`src/rtl/sprite_pkg.sv`:
```
// ============================================================================
// sprite_pkg
// ----------------------------------------------------------------------------
// Shared definitions for the sprite pixel sources of the VGA pipeline.
//
// Contents:
//   SCREEN_W / SCREEN_H : visible raster size in pixels
//   coord_t             : 10-bit screen coordinate (matches DrawX/DrawY)
//   coord_wide_t        : 11-bit coordinate used for edge arithmetic so that
//                         sprite edges near the right/bottom border do not wrap
//   shadow_t            : per-frame snapshot of the sprite placement controls
//   sprite_addr()       : texel address of (frame,row,col) with optional
//                         horizontal mirroring, for power-of-two sprite sizes
// ============================================================================
package sprite_pkg;

    localparam int SCREEN_W = 640;
    localparam int SCREEN_H = 480;

    typedef logic [9:0]  coord_t;
    typedef logic [10:0] coord_wide_t;

    // Placement controls captured once per video frame so a whole frame is
    // drawn with one consistent set of values.
    typedef struct packed {
        coord_t x;
        coord_t y;
        logic   en;
        logic   flip;
        logic   anim;
    } shadow_t;

    // Frames are stored back to back, each frame row-major. Because width and
    // height are powers of two every product collapses to a shift, so the
    // result is just the three fields concatenated. Mirroring reflects the
    // column inside the sprite width. The caller truncates to its ROM width.
    function automatic int unsigned sprite_addr(
        input int unsigned frame,
        input int unsigned row,
        input int unsigned col,
        input logic        flip,
        input int unsigned w_log2,
        input int unsigned h_log2
    );
        int unsigned c;
        c = flip ? (((32'd1 << w_log2) - 32'd1) - col) : col;
        return (frame << (w_log2 + h_log2)) | (row << w_log2) | c;
    endfunction

endpackage

```
`src/rtl/sprite_anim_ctrl.sv`:
```
// ============================================================================
// sprite_anim_ctrl
// ----------------------------------------------------------------------------
// Per-frame control for the sprite blitter: detects the start of each video
// frame, snapshots the placement controls into shadow registers and steps the
// animation frame index.
//
// Ports:
//   vga_clk      in   pixel clock, all logic on posedge
//   reset_n      in   synchronous active-low reset
//   DrawX/DrawY  in   current raster position
//   sprite_x/y   in   requested top-left corner of the sprite
//   sprite_en    in   request sprite visible
//   flip_h       in   request horizontal mirror
//   anim_en      in   1 = auto-animate, 0 = use frame_sel
//   frame_sel    in   static frame when not animating
//   frame_start  out  registered one-cycle pulse after (0,0) is sampled
//   sx, sy       out  shadowed sprite position
//   s_en, s_flip out  shadowed enable / mirror
//   frame_idx    out  animation frame currently displayed
// ============================================================================
module sprite_anim_ctrl
    import sprite_pkg::*;
#(
    parameter int NUM_FRAMES  = 4,
    parameter int FRAME_TICKS = 8,
    localparam int FSEL_W = (NUM_FRAMES > 1) ? $clog2(NUM_FRAMES) : 1
) (
    input  logic              vga_clk,
    input  logic              reset_n,
    input  logic [9:0]        DrawX,
    input  logic [9:0]        DrawY,
    input  logic [9:0]        sprite_x,
    input  logic [9:0]        sprite_y,
    input  logic              sprite_en,
    input  logic              flip_h,
    input  logic              anim_en,
    input  logic [FSEL_W-1:0] frame_sel,
    output logic              frame_start,
    output coord_t            sx,
    output coord_t            sy,
    output logic              s_en,
    output logic              s_flip,
    output logic [FSEL_W-1:0] frame_idx
);

    localparam int          TICK_W    = (FRAME_TICKS > 1) ? $clog2(FRAME_TICKS) : 1;
    localparam int unsigned TICK_LAST = FRAME_TICKS - 1;
    localparam int unsigned LAST_FRM  = NUM_FRAMES - 1;

    shadow_t           shadow;
    logic [FSEL_W-1:0] frame_sel_s;
    logic [FSEL_W-1:0] frame_sel_clamped;
    logic [TICK_W-1:0] tick_cnt;
    logic              at_origin;

    assign at_origin = (DrawX == 10'd0) && (DrawY == 10'd0);

    // A frame_sel code beyond the stored frames would read past the sprite
    // data, so it is pinned to the last frame instead.
    always_comb begin
        frame_sel_clamped = frame_sel_s;
        if (32'(frame_sel_s) > LAST_FRM)
            frame_sel_clamped = FSEL_W'(LAST_FRM);
    end

    // Everything here moves only at frame start. The animation step looks at
    // the shadows captured at the previous frame start, so a new anim_en or
    // frame_sel value is acted on one frame after it is latched. The tick
    // wrap and the index step share one branch, so a wrap on a frame start
    // advances the index exactly once.
    always_ff @(posedge vga_clk) begin
        if (!reset_n) begin
            frame_start <= 1'b0;
            shadow      <= '0;
            frame_sel_s <= '0;
            tick_cnt    <= '0;
            frame_idx   <= '0;
        end else begin
            frame_start <= at_origin;
            if (at_origin) begin
                shadow.x    <= sprite_x;
                shadow.y    <= sprite_y;
                shadow.en   <= sprite_en;
                shadow.flip <= flip_h;
                shadow.anim <= anim_en;
                frame_sel_s <= frame_sel;
                if (shadow.anim) begin
                    if (32'(tick_cnt) >= TICK_LAST) begin
                        tick_cnt <= '0;
                        if (32'(frame_idx) >= LAST_FRM)
                            frame_idx <= '0;
                        else
                            frame_idx <= frame_idx + 1'b1;
                    end else begin
                        tick_cnt <= tick_cnt + 1'b1;
                    end
                end else begin
                    tick_cnt  <= '0;
                    frame_idx <= frame_sel_clamped;
                end
            end
        end
    end

    assign sx     = shadow.x;
    assign sy     = shadow.y;
    assign s_en   = shadow.en;
    assign s_flip = shadow.flip;

endmodule

```
`src/rtl/sprite_blitter.sv`:
```
// ============================================================================
// sprite_blitter
// ----------------------------------------------------------------------------
// Sprite pixel source for the VGA pipeline. Places an animated, optionally
// mirrored and power-of-two scaled sprite at a runtime position, fetches its
// texels from an external synchronous ROM and hands a palette index plus an
// opaque flag to the mixer. Latency from DrawX/DrawY/blank to pix_*/blank_d
// is a fixed two cycles.
//
// Ports:
//   vga_clk      in   pixel clock, all logic on posedge
//   reset_n      in   synchronous active-low reset
//   DrawX/DrawY  in   current raster position
//   blank        in   1 = active video
//   sprite_x/y   in   requested top-left corner, screen pixels
//   sprite_en    in   request sprite visible
//   flip_h       in   mirror horizontally
//   anim_en      in   1 = auto-animate, 0 = use frame_sel
//   frame_sel    in   static frame when anim_en = 0
//   rom_address  out  registered sprite ROM address (held on a miss)
//   rom_q        in   ROM data for the address presented one cycle earlier
//   pix_idx      out  palette index, 0 whenever pix_opaque = 0
//   pix_opaque   out  sprite covers this pixel with a visible texel
//   blank_d      out  blank aligned with pix_*
//   frame_start  out  one-cycle pulse after (0,0) is sampled
// ============================================================================
module sprite_blitter
    import sprite_pkg::*;
#(
    parameter int SPRITE_W        = 64,
    parameter int SPRITE_H        = 64,
    parameter int NUM_FRAMES      = 4,
    parameter int IDX_BITS        = 4,
    parameter int SCALE_SHIFT     = 0,
    parameter int TRANSPARENT_IDX = 0,
    parameter int FRAME_TICKS     = 8,
    parameter int ADDR_W          = $clog2(NUM_FRAMES * SPRITE_W * SPRITE_H),
    localparam int FSEL_W = (NUM_FRAMES > 1) ? $clog2(NUM_FRAMES) : 1
) (
    input  logic                vga_clk,
    input  logic                reset_n,
    input  logic [9:0]          DrawX,
    input  logic [9:0]          DrawY,
    input  logic                blank,
    input  logic [9:0]          sprite_x,
    input  logic [9:0]          sprite_y,
    input  logic                sprite_en,
    input  logic                flip_h,
    input  logic                anim_en,
    input  logic [FSEL_W-1:0]   frame_sel,
    output logic [ADDR_W-1:0]   rom_address,
    input  logic [IDX_BITS-1:0] rom_q,
    output logic [IDX_BITS-1:0] pix_idx,
    output logic                pix_opaque,
    output logic                blank_d,
    output logic                frame_start
);

    localparam int unsigned W_LOG2 = $clog2(SPRITE_W);
    localparam int unsigned H_LOG2 = $clog2(SPRITE_H);
    localparam int unsigned SPAN_W = SPRITE_W << SCALE_SHIFT;
    localparam int unsigned SPAN_H = SPRITE_H << SCALE_SHIFT;
    localparam logic [IDX_BITS-1:0] CLEAR_IDX = IDX_BITS'(TRANSPARENT_IDX);

    coord_t            sx;
    coord_t            sy;
    logic              s_en;
    logic              s_flip;
    logic [FSEL_W-1:0] frame_idx;

    coord_wide_t       dx;
    coord_wide_t       dy;
    coord_wide_t       col;
    coord_wide_t       row;
    logic              hit_x;
    logic              hit_y;
    logic              hit;
    logic [ADDR_W-1:0] addr_next;

    logic              hit_s1;
    logic              blank_s1;
    logic              opaque_next;

    sprite_anim_ctrl #(
        .NUM_FRAMES  (NUM_FRAMES),
        .FRAME_TICKS (FRAME_TICKS)
    ) u_anim (
        .vga_clk     (vga_clk),
        .reset_n     (reset_n),
        .DrawX       (DrawX),
        .DrawY       (DrawY),
        .sprite_x    (sprite_x),
        .sprite_y    (sprite_y),
        .sprite_en   (sprite_en),
        .flip_h      (flip_h),
        .anim_en     (anim_en),
        .frame_sel   (frame_sel),
        .frame_start (frame_start),
        .sx          (sx),
        .sy          (sy),
        .s_en        (s_en),
        .s_flip      (s_flip),
        .frame_idx   (frame_idx)
    );

    // Hit test on 11-bit values: the extra bit keeps sx + span from wrapping
    // back to column 0 when the sprite hangs off the right or bottom edge.
    // The "DrawX >= sx" term rejects the wrapped-negative dx on the left.
    always_comb begin
        dx    = {1'b0, DrawX} - {1'b0, sx};
        dy    = {1'b0, DrawY} - {1'b0, sy};
        hit_x = (DrawX >= sx) && (32'(dx) < SPAN_W);
        hit_y = (DrawY >= sy) && (32'(dy) < SPAN_H);
        hit   = hit_x && hit_y && s_en;
    end

    // Scaling drops the low offset bits so each texel repeats over a
    // 2^SCALE_SHIFT square of screen pixels.
    always_comb begin
        col       = dx >> SCALE_SHIFT;
        row       = dy >> SCALE_SHIFT;
        addr_next = ADDR_W'(sprite_addr(32'(frame_idx), 32'(row), 32'(col),
                                        s_flip, W_LOG2, H_LOG2));
    end

    assign opaque_next = hit_s1 && blank_s1 && (rom_q != CLEAR_IDX);

    // Two-stage pipeline. Stage 0 presents the address and carries hit/blank
    // alongside it; stage 1 captures the ROM word that answers that address.
    // On a miss the address is held so the ROM input only toggles while the
    // raster is inside the sprite. Clearing hit_s1 on reset keeps a stale hit
    // from surfacing as pix_opaque after reset is released.
    always_ff @(posedge vga_clk) begin
        if (!reset_n) begin
            rom_address <= '0;
            hit_s1      <= 1'b0;
            blank_s1    <= 1'b0;
            pix_idx     <= '0;
            pix_opaque  <= 1'b0;
            blank_d     <= 1'b0;
        end else begin
            if (hit)
                rom_address <= addr_next;
            hit_s1     <= hit;
            blank_s1   <= blank;
            pix_opaque <= opaque_next;
            pix_idx    <= opaque_next ? rom_q : '0;
            blank_d    <= blank_s1;
        end
    end

endmodule

```
`config.mk`:
```
export PLATFORM = sky130hd
export DESIGN_NAME = sprite_blitter
export DESIGN_NICKNAME = d
export VERILOG_FILES = /design/src/rtl/sprite_pkg.sv /design/src/rtl/sprite_anim_ctrl.sv /design/src/rtl/sprite_blitter.sv
export SDC_FILE = /design/constraint.sdc
export NUM_CORES = 1
export LEC_CHECK = 0
export ABC_CLOCK_PERIOD_IN_PS = 3600
export CAP_MARGIN = 20
export CORE_MARGIN = 10
export CORE_UTILIZATION = 46
export DETAILED_ROUTE_END_ITERATION = 6
export GPL_TIMING_DRIVEN = 0
export HOLD_SLACK_MARGIN = 0.15
export PLACE_DENSITY_LB_ADDON = 0.25
export SYNTH_ARGS = -nofsm -noshare
export SYNTH_HDL_FRONTEND = slang
export SYNTH_SLANG_ARGS = --single-unit
```
`constraint.sdc`:
```
create_clock -name vga_clk -period 3.6 [get_ports vga_clk]
set_input_delay 1.08 -clock vga_clk [delete_from_list [all_inputs] [get_ports vga_clk]]
set_output_delay 1.08 -clock vga_clk [all_outputs]
set_load 0.01 [all_outputs]
```
==> run metrics, run 1 <==
status=complete, no violations; cell area after layout=4560 sq um; Clk pwr share=33.3%; Main synth FF type=dfxtp_1; first-pass GRT wire length=14400 um; max layer used=met4; NetSw=339 uW; max cap viols=0; startpoint types=input pin; DP Area=4160 sq um; Synth Cell Area=3320 sq um; Post-Syn Area per Cell=8.96 sq um; largest family of logic cells by synthesized area=compound AO/OA/AOI/OAI gates; compound-cell area share of the yosys netlist=19.9%; maximum buffer depth of the clock tree=2; M1 WL=4190 um; Starting Density=48.0%; fin. max-slew vios=0; Yosys warning total=0; Initial DRC Count=148; GP Congestion=0.886; P per Cell Area=283 nW/um^2; via-per-instance ratio=5.45; top cells by area, synth=dfxtp_1 (32%), mux2i_1 (10%), ha_1 (9.1%); LEAKAGE=0.00158 uW; post-synthesis mux area share=9.96%; FMAX=283 MHz; Data arrival, critical path=3720 ps; crit-path max FO=8; Rel. slew slack=50.5%; Post-Synth XOR/XNOR Area=3.96%; root buf cell=clkbuf_8; Filler Cell Count=617; Synth Register Bits=53; ANT nets after route=0; Row Count=30; Post-Place Setup Slack=-891 ps; CP Class=input pin to flip-flop; Worst VDD drop=0.000207 V; Synth top area share=32.0%; Internal=949 uW; Chip Height=105 um; FFs w/ async S/R, synth=0%; Syn Nets=448; logic gate share of total power=21.2%; DRT Wirelength=9160 um; met2 WL=4370 um; required time of the critical path=3800 ps; commonest non-fill, non-tap cells in the layout=clkdlybuf4s50_1 (67), dfxtp_1 (53), nor2_1 (40), mux2i_1 (32), inv_1 (27); fraction of layout cells with a size suffix above 1=14.2%; Sw Ratio=26.3%; final setup vio count=0; Post-Synth Simple-Gate Area=18.9%; Final Hold Fails=0; final worst setup slack=72.4 ps; initial antenna violation count=0; unique cell type count in the Yosys netlist=69; Period minus WS final=3530 ps; area leader, netlist=dfxtp_1; Layout area overhead=37.5%; Worst-Skew Late Latency=320 ps; final core utilization=66.0%; fraction of the mapped netlist area in adder cells=10.3%; largest net degree at the start of global routing=16; Worst-Margin Slew=742 ps; TritonCTS Buffers=5; Final Skew=9.58 ps; # diodes=0; WL met3=473 um; Vias=3026; # clock sinks=53; CTS H-tree lvls=2; Pre-Repair DR Iteration Count=5; remaining global-route overflow=0; CTS clk-pin slew, worst paths=100 ps; Final nets=536; area of the core=6910 sq um; worst hold path class=flip-flop to flip-flop; GR Util All Layers=15.8%; Die Footprint=11000 sq um; Final period util=98.0%; sequential share of power=45.6%; count of buffers from port buffering=72; post-DR wirelength/cell=16.5 um; Post-synth EDFFs=0; most common cell after layout, fill and taps aside=clkdlybuf4s50_1; Synth Instances=370; CTS tree=done; number of global-route vias before repair=2928; DP Wirelength=7230 um; register area share after synthesis=32.0%; DR DRC count=0; hold slack=459 ps; crit end category=flip-flop; Chip Width=105 um; io pins=73
[cells by family (layout without fill, tap and decap cells)]
logic type      after synthesis  after routing
compound gates               85             85
xor+xnor                     15             15
fa+ha+maj                    26             26
buf+inv                      40            129
flops                        53             53
mux                          33             33
simple gates                118            118
[synthesized netlist by cell type (2+ instances only)]
library cell   n
ha_1          24
and2_1         7
a31oi_1       13
nand2_1       17
nor3_4         2
o211a_1        2
a21oi_2        2
xnor2_1       14
o21ai_0        5
nor2_1        42
nor4_1         8
inv_1         28
a211oi_1      11
o31a_1         3
nor2b_1        5
nand4_1        2
mux2i_1       33
nand3_1        6
o311a_1        2
nand2b_1       8
clkbuf_1       5
a21oi_1       13
buf_2          3
o211ai_1       4
or2_2          3
o21ai_1        2
a2111oi_0      2
fa_1           2
o21a_1         3
nor3_1         5
dfxtp_1       53
or3_1          4
[area by class of cell]
| type | instances | area, sq um | share of cell area [%] |
|---|---|---|---|
| timing repair buffer | 81 | 813 | 17.8 |
| clock inverter | 1 | 30.0 | 0.659 |
| sequential | 53 | 1060 | 23.3 |
| multi-input combinational | 277 | 2280 | 50.1 |
| tap | 96 | 120 | 2.64 |
| inverter | 29 | 109 | 2.39 |
| clock buffer | 7 | 86.3 | 1.89 |
| buffer | 11 | 56.3 | 1.24 |
[through the flow]
step	setup TNS [ps]	total power (uW)	instances
global route	-7.88	1340	555
finish	0	1290	555
global placement	-15240	827	538
detailed placement	-16010	832	538
CTS	0	1280	553
floorplan	0	735	370
[metal layers]
layer	up-vias	GRT usage (%)
met5	-	0
met4	0	4.22
met3	10	4.12
met2	77	26.1
met1	1422	19.7
li1	1517	-
[worst max-delay path, cell delays in order]
cell and delay (ps):
dlygate4sd2_1 230, inv_1 50, ha_2 190, fa_2 390, nand2b_4 150, a211o_2 320, a31o_1 330, or4_4 580
nor3_4 140, buf_6 160, a311oi_1 100
[registers in the layout (all words and copies together) (netlist names)]
name,cells
rom_address,14
u_anim.sx,10
u_anim.sy,10
pix_idx,4
u_anim.tick_cnt,3
u_anim.frame_idx,2
u_anim.frame_sel_clamped,2
blank_d,1
blank_s1,1
hit_s1,1
pix_opaque,1
u_anim.frame_start,1
u_anim.s_en,1
u_anim.s_flip,1
u_anim.shadow,1
[final timing paths]
kind                                    from             end  slack [ps]  cells after the start
worst min-delay path                blank_s1         blank_d         460                      1
worst max register to register  u_anim.sy[1]  rom_address[6]         770                     10
worst min register to register      blank_s1         blank_d         460                      1
worst max-delay path                DrawX[0]  rom_address[6]          70                     11
[power by group through the flow]
stage / Clock, uW / Combinational, uW / Sequential [uW]
after floorplan: 0 / 134 / 601
after global placement: 0 / 226 / 601
after detailed placement: 0 / 231 / 601
after CTS: 434 / 256 / 587
after global routing: 456 / 294 / 588
final: 428 / 272 / 587
[repair_timing]
action	CTS	global route
hold endpoints to repair	0	0
pin swaps	10	18
buffers inserted	7	2
hold buffers	0	0
resized for setup	24	19
setup endpoints to repair	15	34
(Power assumes the default switching activity.)
==> run 2, diff against run 1 <==
--- a/config.mk
+++ b/config.mk
@@ -10,7 +10,6 @@
 export CORE_MARGIN = 10
 export CORE_UTILIZATION = 46
 export DETAILED_ROUTE_END_ITERATION = 6
-export GPL_TIMING_DRIVEN = 0
 export HOLD_SLACK_MARGIN = 0.15
 export PLACE_DENSITY_LB_ADDON = 0.25
 export SYNTH_ARGS = -nofsm -noshare
==> run 2 against run 1 <==
Net effect: clock power is essentially flat; setup slack got worse by 10 ps; first-iteration DRC count down 15%.
==> run metrics, run 2 (synthesized netlist as in run 1, its figures left out) <==
number of global-route vias before repair=3051; Vias=3109; initial antenna violation count=0; CP most frequent cell=buf_4; GP Congestion=0.917; Pre-Repair DR Iteration Count=4; # diodes=0; sequential share of power=45.2%; Hold EP=rom_address[0]; root buf cell=clkbuf_8; Starting Density=48.0%; via-per-instance ratio=5.32; Final Hold Fails=0; worst r2r src=u_anim.sx[0]; DP Wirelength=7180 um; final core utilization=68.5%; count of buffers from port buffering=72; CP Class=input pin to flip-flop; required time of the critical path=3790 ps; largest net degree at the start of global routing=32; logic gate share of total power=22.1%; Chip Width=105 um; Worst-Skew Late Latency=310 ps; Rel. slew slack=59.7%; GR Util All Layers=16.1%; setup TNS=0 ps; Clk pwr share=32.7%; FF-to-FF End=rom_address[6]; unrepaired setup endpoints after global routing=false; Data arrival, critical path=3730 ps; Worst VDD drop=0.000185 V; commonest non-fill, non-tap cells in the layout=clkdlybuf4s50_1 (66), dfxtp_1 (53), buf_4 (49), nor2_1 (41), mux2i_1 (33); max reg flops=14; cell area after layout=4730 sq um; Critical path buffers and inverters=3; NetSw=334 uW; HP Start=rom_address[0]; Sw Ratio=25.7%; Post-Place Setup Slack=-601 ps; final setup vio count=0; Initial DRC Count=126; LEAKAGE=0.00173 uW; Chip Height=105 um; DRT Wirelength=9020 um; maximum buffer depth of the clock tree=2; # hold bufs at CTS=0; M2 GR Usage=26.3%; max cap viols=0; first-pass GRT wire length=15000 um; P per Cell Area=275 nW/um^2; CTS tree=done; DR DRC count=0; CTS clk-pin slew, worst paths=90 ps; DP Area=4450 sq um; io pins=73; CP max stage delay=500 ps; remaining global-route overflow=0; CP delay by family, top=compound AO/OA/AOI/OAI gates; startpoint types=input pin; CP max stage cell=clkdlybuf4s50_1; crit end category=flip-flop; # clock sinks=53; Row Count=30; ANT nets after route=0; fraction of layout cells with a size suffix above 1=19.7%; Internal=966 uW; Placed Cells=573; GR Layer Usage met3=4.18%; Worst-Margin Slew=604 ps; Final period util=98.3%; most common cell after layout, fill and taps aside=clkdlybuf4s50_1; Layout area overhead=42.6%; post-route insts no fill=584; worst hold path class=flip-flop to flip-flop; busiest grt layer=met2; CTS H-tree lvls=2; FMAX=283 MHz; area of the core=6910 sq um; Final Skew=4.34 ps; crit-path max FO=7; Die Footprint=11000 sq um; status=complete, no violations; cells on worst reg2reg path=10; Biggest register=rom_address; number of cells on the worst hold path=2; setup slack, reg-to-reg=810 ps; TritonCTS Buffers=5; Final nets=565; final worst setup slack=62.4 ps; Cell Chain, Critical Path=clkdlybuf4s50_1 -> ha_2 -> or3b_2 -> o211ai_1 -> a311oi_2 -> buf_4 -> buf_4 -> ha_1 -> o2111a_1 -> a2111oi_0 -> a211oi_1; GR met1 Demand/Resource=20.3%; fin. max-slew vios=0; post-DR wirelength/cell=15.4 um; Period minus WS final=3540 ps
run 2: final cells by class:
cell class	instances	area [sq um]
Timing Repair Buffer	121	1090
Fill cell	578	2180
Sequential cell	53	1060
Tap cell	96	120
Inverter	29	109
Clock inverter	2	37.5
Multi-Input combinational cell	277	2230
Clock buffer	6	82.6
run 2: metrics by stage:
| step | total power [uW] | hold WS [ps] |
|---|---|---|
| after global routing | 1360 | 494 |
| after detailed placement | 864 | 448 |
| final | 1300 | 460 |
| after floorplan | 735 | 421 |
| after CTS | 1300 | 462 |
| after global placement | 862 | 441 |
run 2: what timing repair did:
action,CTS,global route
setup buffers,1,2
resized for setup,14,15
endpoints found under the setup margin,14,13
pin swaps,7,8
run 2: routing by layer:
| layer | vias to the layer above | wire, um |
|---|---|---|
| met5 | - | 0 |
| met4 | 0 | 148 |
| met3 | 13 | 477 |
| met2 | 82 | 4280 |
| met1 | 1438 | 4110 |
| li1 | 1576 | - |
run 2: worst max-delay path by stage:
stage	start	end	slack, ps	cells past startpoint
2_1_floorplan	DrawX[0]	rom_address[6]	30	10
5_1_grt	DrawX[4]	rom_address[1]	3	9
6_report	DrawX[5]	rom_address[10]	60	11
3_3_place_gp	DrawX[0]	rom_address[6]	-540	11
3_5_place_dp	DrawX[0]	rom_address[6]	-600	11
4_1_cts	DrawX[6]	rom_address[10]	50	11
run 2: power groups by stage:
stage	clock network (uW)	registers (uW)	logic, uW
floorplan	0	601	134
CTS	436	587	272
detailed placement	0	601	263
global placement	0	601	261
finish	425	587	288
global route	463	588	311
run 2: worst min-delay path, cell delays in order (launching register included):
cell and delay, ps:
dfxtp_1 320, nand2_1 50, mux2i_1 50
